<file path="src/rtl/alu_pkg.sv">
// Shared types and helpers for the 3BC execute stage: opcode and FSM state
// encodings plus the single-cycle/iterative classification.
package alu_pkg;

    localparam int DW_DEF = 8;
    localparam int AW_DEF = 2;
    localparam int CW_DEF = 4;

    typedef enum logic [2:0] {
        OP_ADD  = 3'b000,
        OP_SUB  = 3'b001,
        OP_AND  = 3'b010,
        OP_XOR  = 3'b011,
        OP_SHL  = 3'b100,
        OP_SHR  = 3'b101,
        OP_MUL  = 3'b110,
        OP_MULH = 3'b111
    } op_t;

    typedef enum logic {
        IDLE = 1'b0,
        RUN  = 1'b1
    } state_t;

    // Shifts by zero complete in one edge; every multiply iterates.
    function automatic logic is_iterative(input op_t op, input logic [2:0] shamt);
        logic iter;
        case (op)
            OP_SHL, OP_SHR:  iter = (shamt != 3'd0);
            OP_MUL, OP_MULH: iter = 1'b1;
            default:         iter = 1'b0;
        endcase
        return iter;
    endfunction

endpackage

</file>
<file path="src/rtl/alu_seq_if.sv">
// Issue/writeback bundle between control, register file and the execute stage.
interface alu_seq_if #(
    parameter int DW = 8,
    parameter int AW = 2
);
    logic          Start;
    logic [2:0]    Op;
    logic [DW-1:0] InA;
    logic [DW-1:0] InB;
    logic [AW-1:0] DestIn;
    logic          Busy;
    logic          Done;
    logic [DW-1:0] Result;
    logic          WriteEn;
    logic [AW-1:0] Waddr;
    logic          Carry;
    logic          Zero;

    modport master (
        output Start, Op, InA, InB, DestIn,
        input  Busy, Done, Result, WriteEn, Waddr, Carry, Zero
    );

    modport slave (
        input  Start, Op, InA, InB, DestIn,
        output Busy, Done, Result, WriteEn, Waddr, Carry, Zero
    );
endinterface

</file>
<file path="src/rtl/alu_comb.sv">
// Single-cycle datapath: ADD/SUB/AND/XOR and zero-distance shifts with flag.
module alu_comb
    import alu_pkg::*;
#(
    parameter int DW = 8
) (
    input  op_t           op_i,
    input  logic [DW-1:0] a_i,
    input  logic [DW-1:0] b_i,
    output logic [DW-1:0] res_o,
    output logic          carry_o
);
    logic [DW:0] sum_s;
    logic [DW:0] diff_s;

    assign sum_s  = {1'b0, a_i} + {1'b0, b_i};
    // Bit DW of the widened difference is the borrow (a < b).
    assign diff_s = {1'b0, a_i} - {1'b0, b_i};

    // Result/flag select; shifts reaching here have distance 0 and pass A.
    always_comb begin
        res_o   = a_i;
        carry_o = 1'b0;
        case (op_i)
            OP_ADD: begin
                res_o   = sum_s[DW-1:0];
                carry_o = sum_s[DW];
            end
            OP_SUB: begin
                res_o   = diff_s[DW-1:0];
                carry_o = diff_s[DW];
            end
            OP_AND: begin
                res_o   = a_i & b_i;
                carry_o = 1'b0;
            end
            OP_XOR: begin
                res_o   = a_i ^ b_i;
                carry_o = 1'b0;
            end
            default: begin
                res_o   = a_i;
                carry_o = 1'b0;
            end
        endcase
    end
endmodule

</file>
<file path="src/rtl/alu_seq.sv">
// Execute stage: single-cycle ops via alu_comb, bit-serial shifts and
// shift-add multiply in RUN, and register-file writeback on Done.
module alu_seq
    import alu_pkg::*;
#(
    parameter int DW = DW_DEF,
    parameter int AW = AW_DEF,
    parameter int CW = CW_DEF
) (
    input  logic     Clk,
    input  logic     Reset,
    alu_seq_if.slave bus
);
    state_t          state_q;
    logic            busy_q, done_q, carry_q, zero_q;
    logic [DW-1:0]   result_q;
    logic [AW-1:0]   waddr_q, dest_q;
    op_t             op_q;
    logic [CW-1:0]   cnt_q;
    logic [DW-1:0]   sh_q, mplier_q;
    logic [2*DW-1:0] prod_q, mcand_q;

    op_t             op_in_s;
    logic [DW-1:0]   comb_res_s;
    logic            comb_carry_s;
    logic [2*DW-1:0] prod_d;
    logic [DW-1:0]   sh_d, fin_res_d;
    logic            shout_d, fin_carry_d;

    assign op_in_s = op_t'(bus.Op);

    alu_comb #(.DW(DW)) u_comb (
        .op_i    (op_in_s),
        .a_i     (bus.InA),
        .b_i     (bus.InB),
        .res_o   (comb_res_s),
        .carry_o (comb_carry_s)
    );

    // One iteration step and the value that completes the latched op.
    always_comb begin
        prod_d  = mplier_q[0] ? (prod_q + mcand_q) : prod_q;
        sh_d    = (op_q == OP_SHL) ? {sh_q[DW-2:0], 1'b0} : {1'b0, sh_q[DW-1:1]};
        shout_d = (op_q == OP_SHL) ? sh_q[DW-1] : sh_q[0];
        case (op_q)
            OP_MUL: begin
                fin_res_d   = prod_d[DW-1:0];
                fin_carry_d = |prod_d[2*DW-1:DW];
            end
            OP_MULH: begin
                fin_res_d   = prod_d[2*DW-1:DW];
                fin_carry_d = |prod_d[2*DW-1:DW];
            end
            default: begin
                fin_res_d   = sh_d;
                fin_carry_d = shout_d;
            end
        endcase
    end

    // FSM, iteration state and registered writeback outputs.
    always_ff @(posedge Clk) begin
        if (Reset) begin
            state_q  <= IDLE;
            busy_q   <= 1'b0;
            done_q   <= 1'b0;
            carry_q  <= 1'b0;
            zero_q   <= 1'b0;
            result_q <= {DW{1'b0}};
            waddr_q  <= {AW{1'b0}};
            dest_q   <= {AW{1'b0}};
            op_q     <= OP_ADD;
            cnt_q    <= {CW{1'b0}};
            sh_q     <= {DW{1'b0}};
            mplier_q <= {DW{1'b0}};
            prod_q   <= {(2*DW){1'b0}};
            mcand_q  <= {(2*DW){1'b0}};
        end else begin
            case (state_q)
                IDLE: begin
                    done_q <= 1'b0;
                    if (bus.Start && !is_iterative(op_in_s, bus.InB[2:0])) begin
                        done_q   <= 1'b1;
                        result_q <= comb_res_s;
                        carry_q  <= comb_carry_s;
                        zero_q   <= (comb_res_s == {DW{1'b0}});
                        waddr_q  <= bus.DestIn;
                    end else if (bus.Start) begin
                        state_q  <= RUN;
                        busy_q   <= 1'b1;
                        op_q     <= op_in_s;
                        dest_q   <= bus.DestIn;
                        sh_q     <= bus.InA;
                        prod_q   <= {(2*DW){1'b0}};
                        mcand_q  <= {{DW{1'b0}}, bus.InA};
                        mplier_q <= bus.InB;
                        cnt_q    <= (op_in_s == OP_MUL || op_in_s == OP_MULH)
                                    ? CW'(DW) : CW'(bus.InB[2:0]);
                    end else begin
                        state_q <= IDLE;
                    end
                end
                RUN: begin
                    cnt_q    <= cnt_q - {{(CW-1){1'b0}}, 1'b1};
                    sh_q     <= sh_d;
                    prod_q   <= prod_d;
                    mcand_q  <= {mcand_q[2*DW-2:0], 1'b0};
                    mplier_q <= {1'b0, mplier_q[DW-1:1]};
                    if (cnt_q == {{(CW-1){1'b0}}, 1'b1}) begin
                        state_q  <= IDLE;
                        busy_q   <= 1'b0;
                        done_q   <= 1'b1;
                        result_q <= fin_res_d;
                        carry_q  <= fin_carry_d;
                        zero_q   <= (fin_res_d == {DW{1'b0}});
                        waddr_q  <= dest_q;
                    end else begin
                        done_q <= 1'b0;
                    end
                end
                default: begin
                    state_q <= IDLE;
                    busy_q  <= 1'b0;
                    done_q  <= 1'b0;
                end
            endcase
        end
    end

    assign bus.Busy    = busy_q;
    assign bus.Done    = done_q;
    assign bus.WriteEn = done_q;
    assign bus.Result  = result_q;
    assign bus.Carry   = carry_q;
    assign bus.Zero    = zero_q;
    assign bus.Waddr   = waddr_q;
endmodule

</file>
<file path="src/flat_wrapper.sv">
// flat-port wrapper written by rule: the top's interface ports become plain ports
module alu_seq_flat import alu_pkg::*;
#(
    parameter int DW = DW_DEF,
    parameter int AW = AW_DEF,
    parameter int CW = CW_DEF
)
  (Clk, Reset, bus_Start, bus_Op, bus_InA, bus_InB, bus_DestIn, bus_Busy, bus_Done, bus_Result, bus_WriteEn, bus_Waddr, bus_Carry, bus_Zero);
  alu_seq_if #(.DW(DW), .AW(AW)) bus_i ();
  input  logic Clk;
  input  logic Reset;
  input wire logic [$bits(bus_i.Start)-1:0] bus_Start;
  input wire logic [$bits(bus_i.Op)-1:0] bus_Op;
  input wire logic [$bits(bus_i.InA)-1:0] bus_InA;
  input wire logic [$bits(bus_i.InB)-1:0] bus_InB;
  input wire logic [$bits(bus_i.DestIn)-1:0] bus_DestIn;
  output wire logic [$bits(bus_i.Busy)-1:0] bus_Busy;
  output wire logic [$bits(bus_i.Done)-1:0] bus_Done;
  output wire logic [$bits(bus_i.Result)-1:0] bus_Result;
  output wire logic [$bits(bus_i.WriteEn)-1:0] bus_WriteEn;
  output wire logic [$bits(bus_i.Waddr)-1:0] bus_Waddr;
  output wire logic [$bits(bus_i.Carry)-1:0] bus_Carry;
  output wire logic [$bits(bus_i.Zero)-1:0] bus_Zero;
  assign bus_i.Start = bus_Start;
  assign bus_i.Op = bus_Op;
  assign bus_i.InA = bus_InA;
  assign bus_i.InB = bus_InB;
  assign bus_i.DestIn = bus_DestIn;
  assign bus_Busy = bus_i.Busy;
  assign bus_Done = bus_i.Done;
  assign bus_Result = bus_i.Result;
  assign bus_WriteEn = bus_i.WriteEn;
  assign bus_Waddr = bus_i.Waddr;
  assign bus_Carry = bus_i.Carry;
  assign bus_Zero = bus_i.Zero;
  alu_seq #(.DW(DW), .AW(AW), .CW(CW)) u_core (.Clk(Clk), .Reset(Reset), .bus(bus_i));
endmodule
</file>
<file path="config.mk">
export PLATFORM = sky130hd
export DESIGN_NAME = alu_seq_flat
export DESIGN_NICKNAME = d
export VERILOG_FILES = /design/src/rtl/alu_pkg.sv /design/src/rtl/alu_seq_if.sv /design/src/rtl/alu_comb.sv /design/src/rtl/alu_seq.sv /design/src/flat_wrapper.sv
export SDC_FILE = /design/constraint.sdc
export NUM_CORES = 1
export LEC_CHECK = 0
export CORE_MARGIN = 4
export CORE_UTILIZATION = 64
export DETAILED_ROUTE_END_ITERATION = 8
export PLACE_DENSITY = 0.84
export REMOVE_ABC_BUFFERS = 1
export SLEW_MARGIN = 20
export SYNTH_ARGS = -nofsm -noshare
export SYNTH_HDL_FRONTEND = slang
export SYNTH_SLANG_ARGS = --single-unit
</file>
<file path="constraint.sdc">
create_clock -name Clk -period 7.3 [get_ports Clk]
set_input_delay 1.46 -clock Clk [delete_from_list [all_inputs] [get_ports Clk]]
set_output_delay 1.46 -clock Clk [all_outputs]
set_load 0.03 [all_outputs]
</file>
==> flow_summary_export.csv, run 1 <==
group,metric,value,unit
power,worst_vdd_drop,0.188,mV
power,share_clk_of_total_power,31.9,%
routing,detail-route-antenna-nets,0,
synth,synth_async_sr_flop_share,0,%
layout,final_layout_size_suffix_gt1_share,6.21,%
sta,setup_total_negative_slack,0,ns
layout,layout.cells.non_filler,778,
routing,routed-via-count,5382,
power,power.static_leakage,2.33,nW
synth,mean_instance_size_in_the_synthesized_netlist,7.86,um^2
global_route,aggregate_global_routing_overflow,0,
synth,ys.flop_type,"dfxtp_1",
layout,multi_input_comb_area,3460,um^2
synth,yosys.cell_types.count,79,
synth,synth-edff-count,0,
worst_hold_path,worstHoldPathType,"register to register",
worst_setup_path,startpoint_class,"input port",
global_route,grt_usage,31.8,%
worst_setup_path,reg2reg_setup_slack,3.74,ns
status,outcome,"complete, no violations",
sta,layout_worst_path_cycle_share,61.1,%
synth,synthDominantCellAreaShare,27.7,%
routing,wl_met1,6410,um
synth,synth_cells,662,
clocking,clock_latency_on_the_worst_skew_pair,0.36,ns
floorplan,number_of_standard_cell_rows_in_the_floorplan,32,
layout,count_of_nets_after_finishing,731,
routing,drt-total-wl,15600,um
synth,synth_fa_ha_area_share,9.09,%
worst_setup_path,start_to_end_type_of_the_worst_setup_path,"input port to register",
worst_setup_path,regToRegStartpoint,"u_core.state_q$_SDFF_PP0_",
power,internal_portion_of_total_power,625,uW
floorplan,dieWidth,98.2,um
placement,cell_total_after_placement,762,
layout,final_cell_area,5760,um^2
clocking,cts-root-to-sink-buffers,2,
power,report.power.total,959,uW
power,power.switching,334,uW
sta,finalSetupViolations,0,
routing,max_used_layer,"met4",
placement,gp_routability_congestion,0.959,
power,cellPowerDensity,167,nW/um^2
layout,area_of_all_sequential_standard_cells,1440,um^2
sta,hold_viol_final,0,
floorplan,dieArea,9640,um^2
placement,pre_cts_ws,2.63,ns
synth,synth_area,5200,um^2
clocking,post-cts-setup-buffer-count,0,
sta,grt_setup_unrepaired,"no",
layout,final.fill_count,632,
synth,ys_top_cells_by_area,"dfxtp_1, ha_1, nor2_1",
worst_setup_path,worst_ep_required_time,7.60,ns
floorplan,start_util,66.7,%
clocking,cts_num_sinks,72,
sta,fmax,224,MHz
clocking,clk_root_buffer_cell,"clkbuf_8",
synth,ys_ff_latch,72,
synth,synth_compound_gate_area_share,28.2,%
clocking,clk_transition_reported_paths,0.08,ns
global_route,antenna_found_initial,0,
routing,wl_per_cell,20.1,um
power,seqPwrFrac,44.4,%
routing,drt_drc_violations_left,0,
worst_hold_path,worst_hold_path.num_cells,2,
placement,hpwl,11200,um
synth,yosysSeqAreaShare,27.7,%
worst_setup_path,timing.critical_path.to_type,"register",
flow_run,maxCapViolations,0,
sta,final.setup.worst_slack,2.84,ns
clocking,cts_resized,0,
worst_setup_path,critical_path_arrival,4.76,ns
worst_hold_path,hold_end,"u_core.bus.Result[1]$_SDFFE_PP0P_",
sta,period_minus_slack,4.46,ns
routing,wl_met3,1660,um
clocking,htreeDepth,3,
synth,synth_area_leader_cell,"dfxtp_1",
routing,routed_length_on_met2,7120,um
floorplan,core-area,7810,um^2
synth,synth_xor_xnor_area_share,2.36,%
sta,relSlewSlack,32.7,%
synth,post_synth_mux_area_share,5.22,%
power,share_of_total_power_consumed_by_net_switching,34.8,%
global_route,pin_count_of_the_biggest_net_entering_global_routing,64,
global_route,number_of_global_route_vias_before_repair,5029,
routing,vias_per_cell,6.92,
floorplan,floorplan.io_pins,39,
routing,dr.first_iter.drc_count,631,
worst_setup_path,critPathMaxFanout,19,
sta,worst_clock_skew,0.0132,ns
synth,synth_top_family_by_area,"compound AO/OA/AOI/OAI gates",
worst_setup_path,r2r_cells,10,
clocking,clock_tree_from_tritoncts,"built",
sta,worst_slew_pin_slew,1.01,ns
power,power_frac_comb,23.8,%
placement,io_buffers,38,
sta,worst_hold_slack,0.459,ns
synth,ys_warn_count,0,
global_route,first_pass_grt_wire_length,25200,um
layout,antenna-diode-count,0,
clocking,cts-buffers-inserted,9,
synth,synth_simple_gate_area_share,21.2,%
sta,max_slew_violations,0,
layout,end_of_flow_core_utilization,73.8,%
worst_setup_path,reg2reg_to,"u_core.bus.Zero$_SDFFE_PP0P_",
worst_hold_path,min-delay-start,"u_core.bus.Result[1]$_SDFFE_PP0P_",
routing,drt_pre_antenna_iters,8,
floorplan,die_height,98.2,um
layout,syn2layout_area_growth,10.7,%
placement,placed_cell_area,5560,um^2
clocking,cts.hold.buffers_added,0,
==> sequential cells by signal (all words and copies together), names as in the netlist <==
signal / cells
u_core.bus.Done: 1
u_core.cnt_q: 4
u_core.bus.Zero: 1
u_core.dest_q: 2
u_core.bus.Busy: 1
u_core.op_q: 3
u_core.state_q: 1
u_core.prod_q: 16
u_core.mplier_q: 8
u_core.bus.Result: 8
u_core.bus.Carry: 1
u_core.mcand_q: 16
u_core.sh_q: 8
u_core.bus.Waddr: 2
==> area by class of cell <==
type,count,share of cell area [%]
clock buffer,9,2.15
sequential,72,25.0
tap,102,2.22
inverter,35,2.37
multi-input combinational,510,60.0
timing repair buffer,43,7.17
clock inverter,7,1.04
==> critical path, stage by stage <==
cell	delay [ns]
clkdlybuf4s50_1	0.76
o41a_1	0.67
nor3b_2	0.30
nor2_1	0.11
or2_1	0.40
clkinv_4	0.12
nand3_2	0.06
or4b_1	0.51
o31ai_1	0.25
a31o_1	0.12
==> layout by cell type (no fill, tap or decap), types with 12 or more instances in the layout <==
cell type	instances
clkdlybuf4s50_1	37
nor2_1	74
nand2b_1	13
dfxtp_1	71
o21ai_0	21
a21oi_1	54
a222oi_1	14
nand3_1	19
inv_1	31
mux2i_1	17
ha_1	33
nand2_1	49
and3_1	15
a31oi_1	12
a22oi_1	17
==> worst max-delay path by stage <==
stage,start,to,slack [ns],cells after the start
2_1_floorplan,bus_InB[0],u_core.bus.Zero$_SDFFE_PP0P_,3.68,10
3_3_place_gp,bus_Op[1],u_core.bus.Zero$_SDFFE_PP0P_,2.69,10
3_5_place_dp,bus_Op[1],u_core.bus.Zero$_SDFFE_PP0P_,2.63,10
4_1_cts,bus_Op[1],u_core.bus.Zero$_SDFFE_PP0P_,2.99,10
5_1_grt,bus_Op[1],u_core.bus.Zero$_SDFFE_PP0P_,2.67,10
6_report,bus_Op[1],u_core.bus.Zero$_SDFFE_PP0P_,2.84,10
==> power groups by stage <==
stage | Sequential (mW) | Combinational [mW] | Clock [mW]
CTS | 0.425 | 0.220 | 0.306
finish | 0.426 | 0.228 | 0.306
detailed placement | 0.434 | 0.219 | 0
global placement | 0.433 | 0.214 | 0
global route | 0.427 | 0.245 | 0.326
floorplan | 0.446 | 0.121 | 0
==> cells in the mapped netlist (4+ instances only) <==
master     n
clkbuf_1  37
xor2_1     6
a22oi_1   17
nand3_1   19
a211oi_1   9
o31ai_1    4
or4_1      5
a31oi_1   12
nor2_1    75
ha_1      33
o21ai_1    7
a21o_1     5
o211ai_1   5
buf_1      4
o21a_1     7
o21ai_0   21
nor2b_1    6
mux2i_1   17
and3_1    15
nand2b_1  13
mux2_2     6
a221oi_1   6
dfxtp_1   72
a222oi_1  14
o21bai_1   5
inv_1     31
a22o_1     4
or3_1      4
nand2_1   49
a21oi_1   55
xnor2_1    8
nor3_1    10
==> metal layers <==
layer	up-vias	track usage, %
met3	47	7.57
met4	0	11.8
met1	2520	42.1
li1	2483	-
met5	-	0
met2	332	50.4
==> cells by family after synthesis <==
| group | Yosys count |
|---|---|
| XOR/XNOR | 14 |
| AND/OR/NAND/NOR | 224 |
| flip-flops | 72 |
| adder cells (fa/ha/maj) | 36 |
| AO/OA/AOI/OAI | 210 |
| multiplexers | 26 |
| buffers and inverters | 80 |
Power figures use the tool's default switching activity.
==> run 2: changes to the inputs <==
Settings changed: CORE_UTILIZATION 64 to 60, PLACE_DENSITY 0.84 to 0.79.
Clock period 7.3 ns to 4.3 ns, I/O delays scaled along.
==> run 2 against run 1 <==
  * Flip-flop and latch count unchanged
  * Clock skew decreased by 0.0039 ns
  * Combinational power grew 70%
  * Total power is 73% higher
  * Cell area grew 1.2%
  * Final cell count up 1.5%
  * Global-route usage shrank 0.82 points
  * Critical path depth grew 1
  * Core utilization shrank 3.9 points
==> flow_summary_export.csv, run 2 (synthesis gave the netlist of run 1 again) <==
group,metric,value,unit
clocking,cts_resized,0,
layout,area_of_all_sequential_standard_cells,1440,um^2
floorplan,core-area,8340,um^2
floorplan,start_util,62.4,%
sta,layout_worst_path_cycle_share,81.7,%
worst_setup_path,cpPeakStageDelay,0.55,ns
global_route,pin_count_of_the_biggest_net_entering_global_routing,60,
global_route,antenna_found_initial,0,
sta,max_slew_violations,0,
flow_run,maxCapViolations,0,
power,power.switching,542,uW
layout,final_cell_area,5830,um^2
power,power_frac_comb,23.3,%
layout,layout.cells.non_filler,790,
clocking,cts-buffers-inserted,9,
global_route,grt_usage,31.0,%
sta,fmax,285,MHz
floorplan,die_height,101,um
global_route,number_of_global_route_vias_before_repair,4937,
worst_setup_path,crit_top_cell,"a211oi_1",
power,seqPwrFrac,43.6,%
power,power.static_leakage,2.38,nW
routing,routed_length_on_met2,7200,um
layout,multi_input_comb_area,3440,um^2
sta,period_minus_slack,3.51,ns
layout,layout_common_cells,"nor2_1, dfxtp_1, a21oi_1",
floorplan,dieWidth,101,um
placement,placed_cell_area,5630,um^2
clocking,cts_num_sinks,72,
worst_setup_path,start_to_end_type_of_the_worst_setup_path,"input port to register",
layout,final.fill_count,713,
worst_setup_path,cp_slowest_cell,"clkdlybuf4s50_1",
floorplan,number_of_standard_cell_rows_in_the_floorplan,33,
power,cellPowerDensity,285,nW/um^2
worst_setup_path,startpoint_class,"input port",
power,report.power.total,1.66,mW
worst_setup_path,crit_chain,"clkdlybuf4s50_1, ha_1, fa_1, nor2b_1, a211oi_1, a211oi_1, a21oi_1, nand3_2, or4b_1, o31ai_1, a31o_1",
placement,cell_total_after_placement,774,
layout,antenna-diode-count,0,
placement,gp_routability_congestion,0.949,
routing,drt-total-wl,15600,um
sta,worst_clock_skew,0.00924,ns
sta,grt_setup_unrepaired,"no",
worst_setup_path,timing.critical_path.to_type,"register",
routing,routed-via-count,5356,
worst_setup_path,regToRegStartpoint,"u_core.mcand_q[0]$_SDFFE_PP0P_",
sta,finalSetupViolations,0,
power,internal_portion_of_total_power,1.12,mW
global_route,aggregate_global_routing_overflow,0,
clocking,clk_transition_reported_paths,0.08,ns
routing,detail-route-antenna-nets,0,
worst_setup_path,worst_ep_required_time,4.61,ns
routing,dr.first_iter.drc_count,606,
clocking,cts-root-to-sink-buffers,2,
routing,drt_drc_violations_left,0,
routing,wl_met1,6680,um
routing,drt_pre_antenna_iters,5,
clocking,htreeDepth,3,
placement,hpwl,11500,um
worst_setup_path,critical_path_arrival,3.82,ns
layout,syn2layout_area_growth,12.0,%
floorplan,floorplan.io_pins,39,
clocking,clk_root_buffer_cell,"clkbuf_8",
power,worst_vdd_drop,0.257,mV
worst_hold_path,min-delay-start,"u_core.bus.Result[1]$_SDFFE_PP0P_",
routing,vias_per_cell,6.78,
layout,final_layout_size_suffix_gt1_share,7.15,%
worst_setup_path,critPathMaxFanout,5,
layout,count_of_nets_after_finishing,740,
status,outcome,"complete, no violations",
power,share_clk_of_total_power,33.0,%
sta,setup_total_negative_slack,0,ns
power,share_of_total_power_consumed_by_net_switching,32.6,%
routing,wl_met3,1380,um
sta,relSlewSlack,48.0,%
clocking,clock_tree_from_tritoncts,"built",
routing,wl_per_cell,19.8,um
clocking,post-cts-setup-buffer-count,0,
layout,largestRegisters,"u_core.mcand_q (16), u_core.prod_q (16)",
layout,commonest_non_fill_non_tap_cell_in_the_layout,"nor2_1",
worst_hold_path,worstHoldPathType,"register to register",
routing,max_used_layer,"met4",
worst_setup_path,startpoint,"bus_InB[0]",
sta,hold_viol_final,0,
clocking,cts.hold.buffers_added,0,
placement,io_buffers,38,
floorplan,dieArea,10200,um^2
sta,worst_slew_pin_slew,0.778,ns
clocking,clock_latency_on_the_worst_skew_pair,0.36,ns
global_route,first_pass_grt_wire_length,25200,um
run 2: cell count changes in the layout (fill, tap and decap cells not counted), sizes merged:
cell	change
buf	+9
clkinvlp	-1
inv	-2
bufinv	+1
clkbuf	+1
clkinv	+1
run 2: final cells by class:
type                    count  share of cell area (%)
multi-input cells         510                    59.1
flip-flops and latches     72                    24.7
repair buffers             52                    8.24
inverters                  35                    2.34
well taps                 105                    2.25
clock buffers              10                    2.19
clock inverters             6                    1.16
run 2: worst paths after layout:
check	end	slack (ns)	depth (start not counted)
setup / recovery	u_core.bus.Zero$_SDFFE_PP0P_	0.79	11
hold / removal	u_core.bus.Result[1]$_SDFFE_PP0P_	0.46	2
setup reg to reg	u_core.bus.Zero$_SDFFE_PP0P_	0.93	10
hold reg to reg	u_core.bus.Result[1]$_SDFFE_PP0P_	0.46	2
run 2: per-layer routing:
layer  global-route usage, %  vias to the layer above
met3                    4.68                       32
met1                    42.7                     2531
li1                        -                     2497
met5                       0                        -
met2                    49.8                      296
met4                    10.0                        0
run 2: stage by stage:
stage	setup slack [ns]	hold WS, ns	util (%)
global placement	0.557	0.440	67.6
detailed placement	0.469	0.450	67.6
CTS	0.850	0.461	69.9
finish	0.788	0.457	69.9
floorplan	1.15	0.430	-
global route	0.670	0.495	69.9
run 2: critical path: cells and delay by family:
kind	cells	cell delay (ns)
simple gates	3	0.75
fa+ha+maj	2	0.68
compound gates	5	0.98
buf+inv	1	0.55
run 2: power by group through the flow:
stage                     Combinational [mW]  Clock (mW)  Sequential [mW]
after global placement                 0.369           0            0.737
after floorplan                        0.205           0            0.758
final                                  0.388       0.549            0.725
after global routing                   0.420       0.583            0.728
after detailed placement               0.377           0            0.739
after CTS                              0.379       0.559            0.723
